$ cat config.mk
export PLATFORM = sky130hd
export DESIGN_NAME = lsq_ordered
export DESIGN_NICKNAME = d
export VERILOG_FILES = /design/src/rtl/rv32i_types.sv /design/src/rtl/lsq_lane_align.sv /design/src/rtl/lsq_ordered.sv
export SDC_FILE = /design/constraint.sdc
export NUM_CORES = 2
export LEC_CHECK = 0
export CORE_MARGIN = 2
export CORE_UTILIZATION = 30
export DETAILED_ROUTE_END_ITERATION = 6
export DONT_BUFFER_PORTS = 1
export PLACE_DENSITY = 0.43
export SLEW_MARGIN = 20
export SYNTH_ARGS = -nofsm -noshare
export SYNTH_HDL_FRONTEND = slang
export SYNTH_SLANG_ARGS = --single-unit
$ cat constraint.sdc
create_clock -name clk -period 11.9 [get_ports clk]
set_input_delay 2.38 -clock clk [delete_from_list [all_inputs] [get_ports clk]]
set_output_delay 2.38 -clock clk [all_outputs]
set_load 0.05 [all_outputs]
$ cat src/rtl/rv32i_types.sv
// Shared RV32I load/store types: queue entry layout, LSQ FSM states and funct3 width codes.
package rv32i_types;

  localparam logic [2:0] F3_LB  = 3'b000;
  localparam logic [2:0] F3_LH  = 3'b001;
  localparam logic [2:0] F3_LW  = 3'b010;
  localparam logic [2:0] F3_LBU = 3'b100;
  localparam logic [2:0] F3_LHU = 3'b101;

  // Tags are stored at a fixed maximum width so the entry type is parameter-independent.
  localparam int LSQ_TAG_MAX_W = 16;
  typedef logic [LSQ_TAG_MAX_W-1:0] lsq_tag_t;

  typedef enum logic [1:0] {
    LSQ_IDLE   = 2'd0,
    LSQ_ACCESS = 2'd1,
    LSQ_DRAIN  = 2'd2
  } lsq_state_e;

  typedef struct packed {
    logic        valid;
    logic        is_store;
    lsq_tag_t    tag;
    logic [2:0]  funct3;
    logic [31:0] imm;
    logic        s1_rdy;
    lsq_tag_t    s1_tag;
    logic [31:0] s1;
    logic        s2_rdy;
    lsq_tag_t    s2_tag;
    logic [31:0] s2;
  } lsq_entry_t;

  function automatic logic is_misaligned(input logic [2:0] f3, input logic [1:0] a);
    return ((f3[1:0] == 2'b01) && a[0]) || ((f3[1:0] == 2'b10) && (a != 2'b00));
  endfunction

endpackage

$ cat src/rtl/lsq_lane_align.sv
// Combinational byte-lane steering: load extract/extend, store shift and byte-enable generation.
module lsq_lane_align
  import rv32i_types::*;
(
  input  logic [2:0]  funct3,
  input  logic [1:0]  offset,
  input  logic [31:0] load_word,
  input  logic [31:0] store_data,
  output logic [31:0] load_data,
  output logic [31:0] store_word,
  output logic [3:0]  byte_enable
);

  logic [31:0] shifted;

  always_comb begin
    shifted = load_word >> {offset, 3'b000};
    case (funct3)
      F3_LB:   load_data = {{24{shifted[7]}}, shifted[7:0]};
      F3_LBU:  load_data = {24'b0, shifted[7:0]};
      F3_LH:   load_data = {{16{shifted[15]}}, shifted[15:0]};
      F3_LHU:  load_data = {16'b0, shifted[15:0]};
      F3_LW:   load_data = load_word;
      default: load_data = load_word;
    endcase
  end

  always_comb begin
    store_word = store_data << {offset, 3'b000};
    case (funct3[1:0])
      2'b00:   byte_enable = 4'b0001 << offset;
      2'b01:   byte_enable = 4'b0011 << {offset[1], 1'b0};
      2'b10:   byte_enable = 4'b1111;
      default: byte_enable = 4'b0000;
    endcase
  end

endmodule

$ cat src/rtl/lsq_ordered.sv
// Program-ordered unified load/store queue: CDB operand capture, single in-order access from the head.
module lsq_ordered
  import rv32i_types::*;
#(
  parameter int DEPTH   = 8,
  parameter int TAG_W   = 5,
  parameter int NUM_CDB = 3
) (
  input  logic                     clk,
  input  logic                     rst,
  input  logic                     flush,
  input  logic                     enq_valid,
  output logic                     enq_ready,
  input  logic                     enq_is_store,
  input  logic [TAG_W-1:0]         enq_tag,
  input  logic [2:0]               enq_funct3,
  input  logic [31:0]              enq_imm,
  input  logic                     enq_s1_rdy,
  input  logic                     enq_s2_rdy,
  input  logic [TAG_W-1:0]         enq_s1_tag,
  input  logic [TAG_W-1:0]         enq_s2_tag,
  input  logic [31:0]              enq_s1,
  input  logic [31:0]              enq_s2,
  input  logic [NUM_CDB-1:0]       cdb_valid,
  input  logic [NUM_CDB*TAG_W-1:0] cdb_tag,
  input  logic [NUM_CDB*32-1:0]    cdb_data,
  input  logic                     store_ready,
  input  logic                     load_ready,
  output logic                     mem_read,
  output logic                     mem_write,
  output logic [31:0]              mem_addr,
  output logic [31:0]              mem_wdata,
  output logic [3:0]               mem_byte_enable,
  input  logic [31:0]              mem_rdata,
  input  logic                     mem_resp,
  output logic                     res_valid,
  output logic [TAG_W-1:0]         res_tag,
  output logic [31:0]              res_data,
  output logic                     res_misalign,
  output logic [$clog2(DEPTH):0]   count
);

  localparam int PW = $clog2(DEPTH);
  localparam int CW = PW + 1;

  lsq_entry_t      ent_q [DEPTH];
  lsq_entry_t      ent_d [DEPTH];
  lsq_entry_t      enq_entry;
  logic [PW-1:0]   head_q, head_d, tail_q, tail_d;
  logic [CW-1:0]   count_q, count_d;
  lsq_state_e      state_q;
  logic            mem_read_q, mem_write_q, res_valid_q, res_mis_q;
  logic [31:0]     mem_addr_q, mem_wdata_q, res_data_q;
  logic [3:0]      mem_be_q;
  logic [TAG_W-1:0] res_tag_q;

  function automatic lsq_tag_t widen(input logic [TAG_W-1:0] t);
    lsq_tag_t w;
    w = '0;
    w[TAG_W-1:0] = t;
    return w;
  endfunction

  // Scanning from the top lane down leaves the lowest matching lane as the winner.
  function automatic logic [32:0] snoop(input lsq_tag_t t);
    logic [32:0] r;
    r = '0;
    for (int i = NUM_CDB - 1; i >= 0; i--) begin
      if (cdb_valid[i] && (widen(cdb_tag[i*TAG_W +: TAG_W]) == t)) r = {1'b1, cdb_data[i*32 +: 32]};
    end
    return r;
  endfunction

  logic [32:0] s1_hit [DEPTH];
  logic [32:0] s2_hit [DEPTH];
  for (genvar gi = 0; gi < DEPTH; gi++) begin : g_snoop
    assign s1_hit[gi] = snoop(ent_q[gi].s1_tag);
    assign s2_hit[gi] = snoop(ent_q[gi].s2_tag);
  end

  logic [31:0] head_addr, ld_data, st_word;
  logic [3:0]  st_be;
  logic        head_elig, head_mis, idle_go, retire_mis, issue_ld, issue_st;
  logic        access_done, deq, enq_acc;

  assign head_addr  = ent_q[head_q].s1 + ent_q[head_q].imm;
  assign head_elig  = ent_q[head_q].valid && ent_q[head_q].s1_rdy &&
                      (!ent_q[head_q].is_store || ent_q[head_q].s2_rdy);
  assign head_mis   = is_misaligned(ent_q[head_q].funct3, head_addr[1:0]);
  assign idle_go    = (state_q == LSQ_IDLE) && head_elig && !flush;
  assign retire_mis = idle_go && head_mis;
  assign issue_ld   = idle_go && !head_mis && !ent_q[head_q].is_store && load_ready;
  assign issue_st   = idle_go && !head_mis && ent_q[head_q].is_store && store_ready;
  assign access_done = (state_q == LSQ_ACCESS) && mem_resp && !flush;
  assign deq        = retire_mis || access_done;
  assign enq_ready  = (count_q < CW'(DEPTH)) && (state_q != LSQ_DRAIN);
  assign enq_acc    = enq_valid && enq_ready && !flush;

  lsq_lane_align u_align (
    .funct3      (ent_q[head_q].funct3),
    .offset      (head_addr[1:0]),
    .load_word   (mem_rdata),
    .store_data  (ent_q[head_q].s2),
    .load_data   (ld_data),
    .store_word  (st_word),
    .byte_enable (st_be)
  );

  always_comb begin
    logic [32:0] h1, h2;
    h1 = snoop(widen(enq_s1_tag));
    h2 = snoop(widen(enq_s2_tag));
    enq_entry          = '0;
    enq_entry.valid    = 1'b1;
    enq_entry.is_store = enq_is_store;
    enq_entry.tag      = widen(enq_tag);
    enq_entry.funct3   = enq_funct3;
    enq_entry.imm      = enq_imm;
    enq_entry.s1_tag   = widen(enq_s1_tag);
    enq_entry.s2_tag   = widen(enq_s2_tag);
    enq_entry.s1_rdy   = enq_s1_rdy || h1[32];
    enq_entry.s1       = enq_s1_rdy ? enq_s1 : h1[31:0];
    enq_entry.s2_rdy   = enq_s2_rdy || h2[32];
    enq_entry.s2       = enq_s2_rdy ? enq_s2 : h2[31:0];
  end

  always_comb begin
    for (int i = 0; i < DEPTH; i++) begin
      ent_d[i] = ent_q[i];
      if (!ent_q[i].s1_rdy && s1_hit[i][32]) begin
        ent_d[i].s1_rdy = 1'b1;
        ent_d[i].s1     = s1_hit[i][31:0];
      end
      if (!ent_q[i].s2_rdy && s2_hit[i][32]) begin
        ent_d[i].s2_rdy = 1'b1;
        ent_d[i].s2     = s2_hit[i][31:0];
      end
      if (deq && (head_q == PW'(i))) ent_d[i].valid = 1'b0;
      if (enq_acc && (tail_q == PW'(i))) ent_d[i] = enq_entry;
      if (flush) ent_d[i].valid = 1'b0;
    end
  end

  always_comb begin
    head_d  = head_q + PW'(deq);
    tail_d  = tail_q + PW'(enq_acc);
    count_d = count_q + CW'(enq_acc) - CW'(deq);
    if (flush) begin
      head_d  = '0;
      tail_d  = '0;
      count_d = '0;
    end
  end

  always_ff @(posedge clk or negedge rst) begin
    if (!rst) begin
      for (int i = 0; i < DEPTH; i++) ent_q[i] <= '0;
      head_q  <= '0;
      tail_q  <= '0;
      count_q <= '0;
    end else begin
      for (int i = 0; i < DEPTH; i++) ent_q[i] <= ent_d[i];
      head_q  <= head_d;
      tail_q  <= tail_d;
      count_q <= count_d;
    end
  end

  // The head entry stays put during ACCESS, so it still supplies lane/sign info at response time.
  always_ff @(posedge clk or negedge rst) begin
    if (!rst) begin
      state_q     <= LSQ_IDLE;
      mem_read_q  <= 1'b0;
      mem_write_q <= 1'b0;
      mem_addr_q  <= '0;
      mem_wdata_q <= '0;
      mem_be_q    <= '0;
      res_valid_q <= 1'b0;
      res_mis_q   <= 1'b0;
      res_tag_q   <= '0;
      res_data_q  <= '0;
    end else begin
      res_valid_q <= 1'b0;
      case (state_q)
        LSQ_IDLE: begin
          if (retire_mis) begin
            res_valid_q <= 1'b1;
            res_mis_q   <= 1'b1;
            res_tag_q   <= ent_q[head_q].tag[TAG_W-1:0];
            res_data_q  <= head_addr;
          end else if (issue_ld || issue_st) begin
            state_q     <= LSQ_ACCESS;
            mem_read_q  <= issue_ld;
            mem_write_q <= issue_st;
            mem_addr_q  <= {head_addr[31:2], 2'b00};
            mem_wdata_q <= issue_st ? st_word : 32'h0;
            mem_be_q    <= issue_st ? st_be : 4'h0;
          end
        end
        LSQ_ACCESS: begin
          if (mem_resp) begin
            state_q     <= LSQ_IDLE;
            mem_read_q  <= 1'b0;
            mem_write_q <= 1'b0;
            if (!flush && !ent_q[head_q].is_store) begin
              res_valid_q <= 1'b1;
              res_mis_q   <= 1'b0;
              res_tag_q   <= ent_q[head_q].tag[TAG_W-1:0];
              res_data_q  <= ld_data;
            end
          end else if (flush) begin
            state_q <= LSQ_DRAIN;
          end
        end
        LSQ_DRAIN: begin
          if (mem_resp) begin
            state_q     <= LSQ_IDLE;
            mem_read_q  <= 1'b0;
            mem_write_q <= 1'b0;
          end
        end
        default: state_q <= LSQ_IDLE;
      endcase
    end
  end

  assign mem_read        = mem_read_q;
  assign mem_write       = mem_write_q;
  assign mem_addr        = mem_addr_q;
  assign mem_wdata       = mem_wdata_q;
  assign mem_byte_enable = mem_be_q;
  assign res_valid       = res_valid_q;
  assign res_tag         = res_tag_q;
  assign res_data        = res_data_q;
  assign res_misalign    = res_mis_q;
  assign count           = count_q;

endmodule

# --- After elaboration in Yosys (flattened, before gate mapping) ---
# Cells that the tools add are included.
classes:
  mul: 0
  n_reduce_logical: 166
  bitwise: 2
  shifts: 4
  addsub: 5
  n_eq_ne: 84
  muxes: 151
  n_div: 0
  order_cmp: 2
ops:
  columns: ["cell", "count"]
  rows:
  - ["$mux W33", 54]
  - ["$mux W151", 10]
  - ["$mux W32", 22]
  - ["$bmux W151 S3", 1]
  - ["$eq A5 B5 Y1", 54]
  - ["$pmux W32 S4", 1]
  - ["$logic_and A1 B1 Y1", 104]
  - ["$pmux W32 S2", 1]
  - ["$mux W1", 43]
  - ["$reduce_bool A2 Y1", 19]
  - ["$add A32 B32 Y32", 1]
  - ["$shl A32 B5 Y32", 1]
  - ["$shr A32 B5 Y16", 1]
  - ["$eq A3 B3 Y1 const B", 10]
  - ["$reduce_bool A3 Y1", 8]
  - ["$logic_not A1 Y1", 19]
  - ["$mux W5", 3]
  - ["$eq A3 B2 Y1 const B", 4]
  - ["$pmux W4 S3", 1]
  - ["$reduce_and A4 Y1", 3]
  - ["$mux W2", 5]
  - ["$ne A2 B2 Y1 const B", 5]
  - ["$pmux W5 S2", 1]
  - ["$eq A3 B1 Y1 const B", 3]
  - ["22 further kinds", 40]
word_totals:
  input_bits: 270
  wordCells: 515
  n_memories: 0
  latchBits: 0
  out_inout_bits: 114
  rom_bits: 0
  ram_bits: 0
  regBits: 1063

# --- Depth between registers and ports, before layout ---
depth:
  depth_word: 16
  ltp_mapped: 22
  mapped_depth_nobuf: 14

# --- Modules after synthesis ---
# From an unflattened synthesis, not the netlist that was laid out.
unflattened:
  hier_cells: 7505
  hier_area_um2: 69616.8
by_module_without_submodules:
  columns: ["mod", "area_per_inst_um2", "n_inst", "cells_per_inst"]
  rows:
  - ["lsq_ordered", 68155.4, 1, 7289]
  - ["lsq_lane_align", 1461.4, 1, 216]

# --- Least setup slack after synthesis ---
# No wires, ideal clock.
synth_timing:
  path_type: "register -> register"
  startpoint: "register head_q[0]"
  endpoint: "register count_q[2], in the netlist count[2]"
  synth_period_minus_slack_ns: 5.363
  setup_time_ns: 0.132
  required_time_ns: 11.768
  arrival_time_ns: 5.231
  stages_incl_launch_ff: 22
  setup_slack_ns: 6.537
  path_cell_list: "dfrtp_1 -> buf_6 -> buf_4 -> buf_4 -> buf_2 -> buf_4 -> buf_2 -> buf_2 -> mux4_2 -> mux2_2 -> ha_1 -> fa_1 -> clkbuf_1 -> and3_1 -> o21bai_1 -> nand2_1 -> ha_1 -> inv_1 -> ha_1 -> fa_1 -> xnor2_1 -> nor2_1"
synth_via:
  elab_chain_cells: 13
synth_lines:
  columns: ["element", "line", "source"]
  rows:
  - ["start, declared", "lsq_ordered.sv:49", "logic [PW-1:0] head_q, head_d, tail_q, tail_d;"]
  - ["start signal, assigned", "lsq_ordered.sv:158", "head_q <= '0;"]
  - ["start signal, assigned", "lsq_ordered.sv:163", "head_q <= head_d;"]
  - ["$not A3 Y4 (not written as such) (*)", null, null]
  - ["$bmux W151 S3 (*)", null, null]
  - ["$mux W151 (*) (2 in series)", null, null]
  - ["parallel branches: the longest is 5 deep, another holds $add A32 B32 Y32", null, null]
  - ["$logic_and A1 B1 Y1 (*)", "lsq_ordered.sv:91", "assign retire_mis = idle_go && head_mis;"]
  - ["$logic_or A1 B1 Y1 (*)", "lsq_ordered.sv:95", "assign deq = retire_mis || access_done;"]
  - ["$sub A4 B1 Y4 (*)", "lsq_ordered.sv:147", "count_d = count_q + CW'(enq_acc) - CW'(deq);"]
  - ["$mux W4 (*)", "lsq_ordered.sv:148", "if (flush) begin"]
  - ["via count_d[2]", "lsq_ordered.sv:50", "logic [CW-1:0] count_q, count_d;"]
  - ["end signal, assigned", "lsq_ordered.sv:165", "count_q <= count_d;"]
  - ["end, declared", "lsq_ordered.sv:50", null]
# Mark *: on every way through the listed nets, which the timed path passes. The select of a mux whose other input is x is not followed.
# A chain may end at the register's enable or synchronous reset.

# --- Worst setup path after layout ---
layout_timing:
  startpoint: "register head_q[1]"
  endpoint: "register count_q[2], in the netlist count[2]"
# Same word-level chain as after synthesis.

==> run_results.csv <==
group,metric,value,unit
status,status,"finished, violations left",
status,failed_checks,"DRC",
cells_and_area,final_nets,6943,
synth,synth_cell_type_count,79,
floorplan,rows,175,
sta,fmax,149,MHz
pwr,seq_power_share,36.3,%
critical_path,r2r-end,"count[2]",
sta,hold_viol_final,0,
critical_path,worstSetupEndpointType,"register",
placed_design,pre_cts_slack,5.33,ns
job,max_cap_violations,0,
min_path,hold_path_class,"reg -> reg",
pwr,p_comb_share,38.1,%
cells_and_area,drive_gt1_share,17.6,%
clock_tree,path_clk_slew,0.06,ns
pwr,power.share.switching,42.2,%
cells_and_area,syn2layout_area_growth,10.2,%
synth,synth-seq-cells,1063,
synth,ys_warn_count,0,
sta,fin_setup_tns,0,ns
sta,timing.final.crit_period,6.73,ns
floorplan,die_area,233000,sq um
clock_tree,cts_buffer_depth,3,
pwr,vdd_ir_drop_max,0.250,mV
pwr,clkPwrFrac,25.6,%
clock_tree,postCtsHoldBufs,0,
sta,min_period_over_period,56.5,%
cells_and_area,mostFrequentLayoutCell,"nand2_1",
placed_design,routabilityCongestion,0.837,
floorplan,core_region_area,227000,sq um
synth,synth-main-ff-cell,"dfrtp_1",
sta,slew_headroom,18.1,%
critical_path,startpoint_type,"register",
sta,rsz0062_at_grt,"no",
grt,grt_max_degree,149,
placed_design,port_buffers,0,
critical_path,critical_path_class,"reg -> reg",
pwr,p_int,0.00980,W
clock_tree,cts_num_sinks,1063,
pwr,powerDensity,224,nW/um^2
min_path,min_from,"ent_q[264]",
grt,grt_first_pass_wirelength,438,mm
clock_tree,cts_tree,"yes",
critical_path,r2r_cells,14,
clock_tree,post_cts_resized,0,
placed_design,dp_hpwl,182,mm
floorplan,fp.dieW,482,um
synth,avgSynthCellArea,9.59,sq um
floorplan,die_h,482,um
synth,synth-seq-area-share,38.7,%
critical_path,rrSetupSlack,5.17,ns
critical_path,worstPathMaxFanout,66,
cells_and_area,final_cell_mix,"nand2_1 (1092), dfrtp_1 (1060), o21ai_0 (999)",
drt,drt_pre_antenna_iters,7,
synth,synth_edf_count,0,
min_path,holdPathEnd,"ent_q[264]",
clock_tree,clk_latency,0.83,ns
drt,via_per_inst,5.79,
drt,dr_total_vias,56500,
pwr,power.total,0.0170,W
sta,fin_skew,0.0696,ns
pwr,leakagePower,28.1,nW
drt,wirelength,309,mm
pwr,switching_power,0.00716,W
grt,grt_use_total,26.0,%
grt,antenna_found_initial,27,
critical_path,worstPathRequired,12.57,ns
floorplan,initial_core_util,30.2,%
floorplan,pin_count,384,
clock_tree,cts_root_buffer,"clkbuf_16",
critical_path,crit_arrival,7.39,ns
sta,finalMaxSlewViolations,0,
grt,grt_pass1_vias,55800,
sta,setup_viol,0,
clock_tree,htreeDepth,4,
critical_path,reg2reg_from,"head_q[1]",
clock_tree,cts_buffers,139,
drt,postRouteAntennaNets,0,
synth,synthCells,7163,
clock_tree,postCtsSetupBuffers,0,
drt,avgRoutedWirePerCell,31.7,um
sta,worst_slack,5.17,ns
drt,drt_iter0_drc,5612,
min_path,min_path_cells,1,
synth,syn_area,68700,sq um
synth,synthArstFlopShare,100,%
drt,drc,8,
sta,worstMarginPinSlew,1.19,ns
grt,grt_remaining_overflow,0,
[per-layer routing]
layer / up-vias / share of wire [%] / global-route usage, %
met4: 12 / 3.4 / 9.26
met3: 504 / 8.7 / 6.52
li1: 24600 / - / -
met5: - / 0.021 / 0
met1: 28900 / 43 / 35.6
met2: 2455 / 44 / 39.7
[cell families (layout without fill, tap and decap cells)]
logic type               count (synthesis)  in the layout  share of synthesized area (%)
AO/OA/AOI/OAI                         1665           1665                           14.2
XOR/XNOR                               302            302                           3.85
flip-flops                            1063           1063                           38.7
AND/OR/NAND/NOR                       1729           1729                           10.5
other                                    1             17                        0.00546
multiplexers                          1522           1522                           26.9
adder cells (fa/ha/maj)                 44             44                          0.823
buffers and inverters                  837            411                           4.98
[stage by stage]
stage	utilization, %	cells	hold WS (ns)	area [sq um]
floorplan	-	7164	0.472	68700
global placement	31.0	9491	0.482	70600
detailed placement	31.1	9496	0.490	70800
CTS	33.2	9746	0.504	75500
global route	33.2	9754	0.507	75600
finish	33.3	9762	0.501	75700
[cell usage after synthesis, types with 19 or more instances]
| library cell | instances | share of area, % |
|---|---|---|
| nor2_1 | 291 | 1.6 |
| o31ai_1 | 75 | 0.82 |
| a21oi_1 | 229 | 1.7 |
| mux2i_1 | 810 | 12 |
| clkbuf_1 | 555 | 3.0 |
| a221oi_1 | 195 | 2.5 |
| dfrtp_1 | 1063 | 39 |
| xor2_1 | 234 | 3.0 |
| nand3_1 | 21 | 0.15 |
| a21o_1 | 19 | 0.21 |
| nor2b_1 | 22 | 0.20 |
| nand2_1 | 1092 | 6.0 |
| nor4_1 | 55 | 0.50 |
| a22o_1 | 19 | 0.24 |
| and3_1 | 44 | 0.40 |
| buf_2 | 158 | 1.2 |
| buf_1 | 82 | 0.45 |
| inv_1 | 25 | 0.14 |
| mux4_2 | 204 | 6.7 |
| nor3_1 | 156 | 1.1 |
| ha_1 | 42 | 0.77 |
| xnor2_1 | 68 | 0.87 |
| mux2_2 | 497 | 8.1 |
| o21ai_0 | 999 | 7.3 |
[flip-flops by register name, indices dropped and copies added, names as in the netlist]
name             cells
state_q              2
ent_q              944
mem_wdata           32
head_q               3
res_valid            1
mem_write            1
res_misalign         1
mem_addr            30
res_tag              5
mem_byte_enable      4
tail_q               3
count                4
mem_read             1
res_data            32
[layout make-up]
class	count	area (sq um)
fill	22900	152000
inverter	26	97.6
timing repair buffer	135	1290
sequential	1063	26600
tap	3009	3760
clock buffer	210	4110
clock inverter	40	588
antenna	15	37.5
multi-input combinational	5264	39200
[worst max path at each step]
stage / start / endpoint / cells after the start
6_report: head_q[1] / count[2] / 14
5_1_grt: head_q[1] / count[2] / 14
4_1_cts: head_q[1] / count[2] / 14
3_5_place_dp: head_q[1] / count[2] / 14
3_3_place_gp: head_q[1] / count[2] / 14
2_1_floorplan: head_q[0] / count[2] / 21
[power by group through the flow]
| stage | registers [W] | logic [W] | clock network (W) |
|---|---|---|---|
| global route | 0.00632 | 0.00697 | 0.00459 |
| floorplan | 0.00584 | 0.00439 | 0 |
| CTS | 0.00617 | 0.00639 | 0.00445 |
| global placement | 0.00621 | 0.00626 | 0 |
| finish | 0.00616 | 0.00646 | 0.00435 |
| detailed placement | 0.00623 | 0.00637 | 0 |
[critical path: stages (launching register included)]
cell and delay, ns:
dfrtp_4 0.93, buf_4 0.82, mux4_2 0.41, mux2_2 0.31, ha_2 0.21, fa_4 1.00, and3_1 0.37, o21bai_1 0.73
nand2_1 0.38, ha_1 0.39, inv_1 0.04, ha_1 0.21, fa_1 0.42, xnor2_1 0.17, nor2_1 0.06
(Power assumes the default switching activity.)
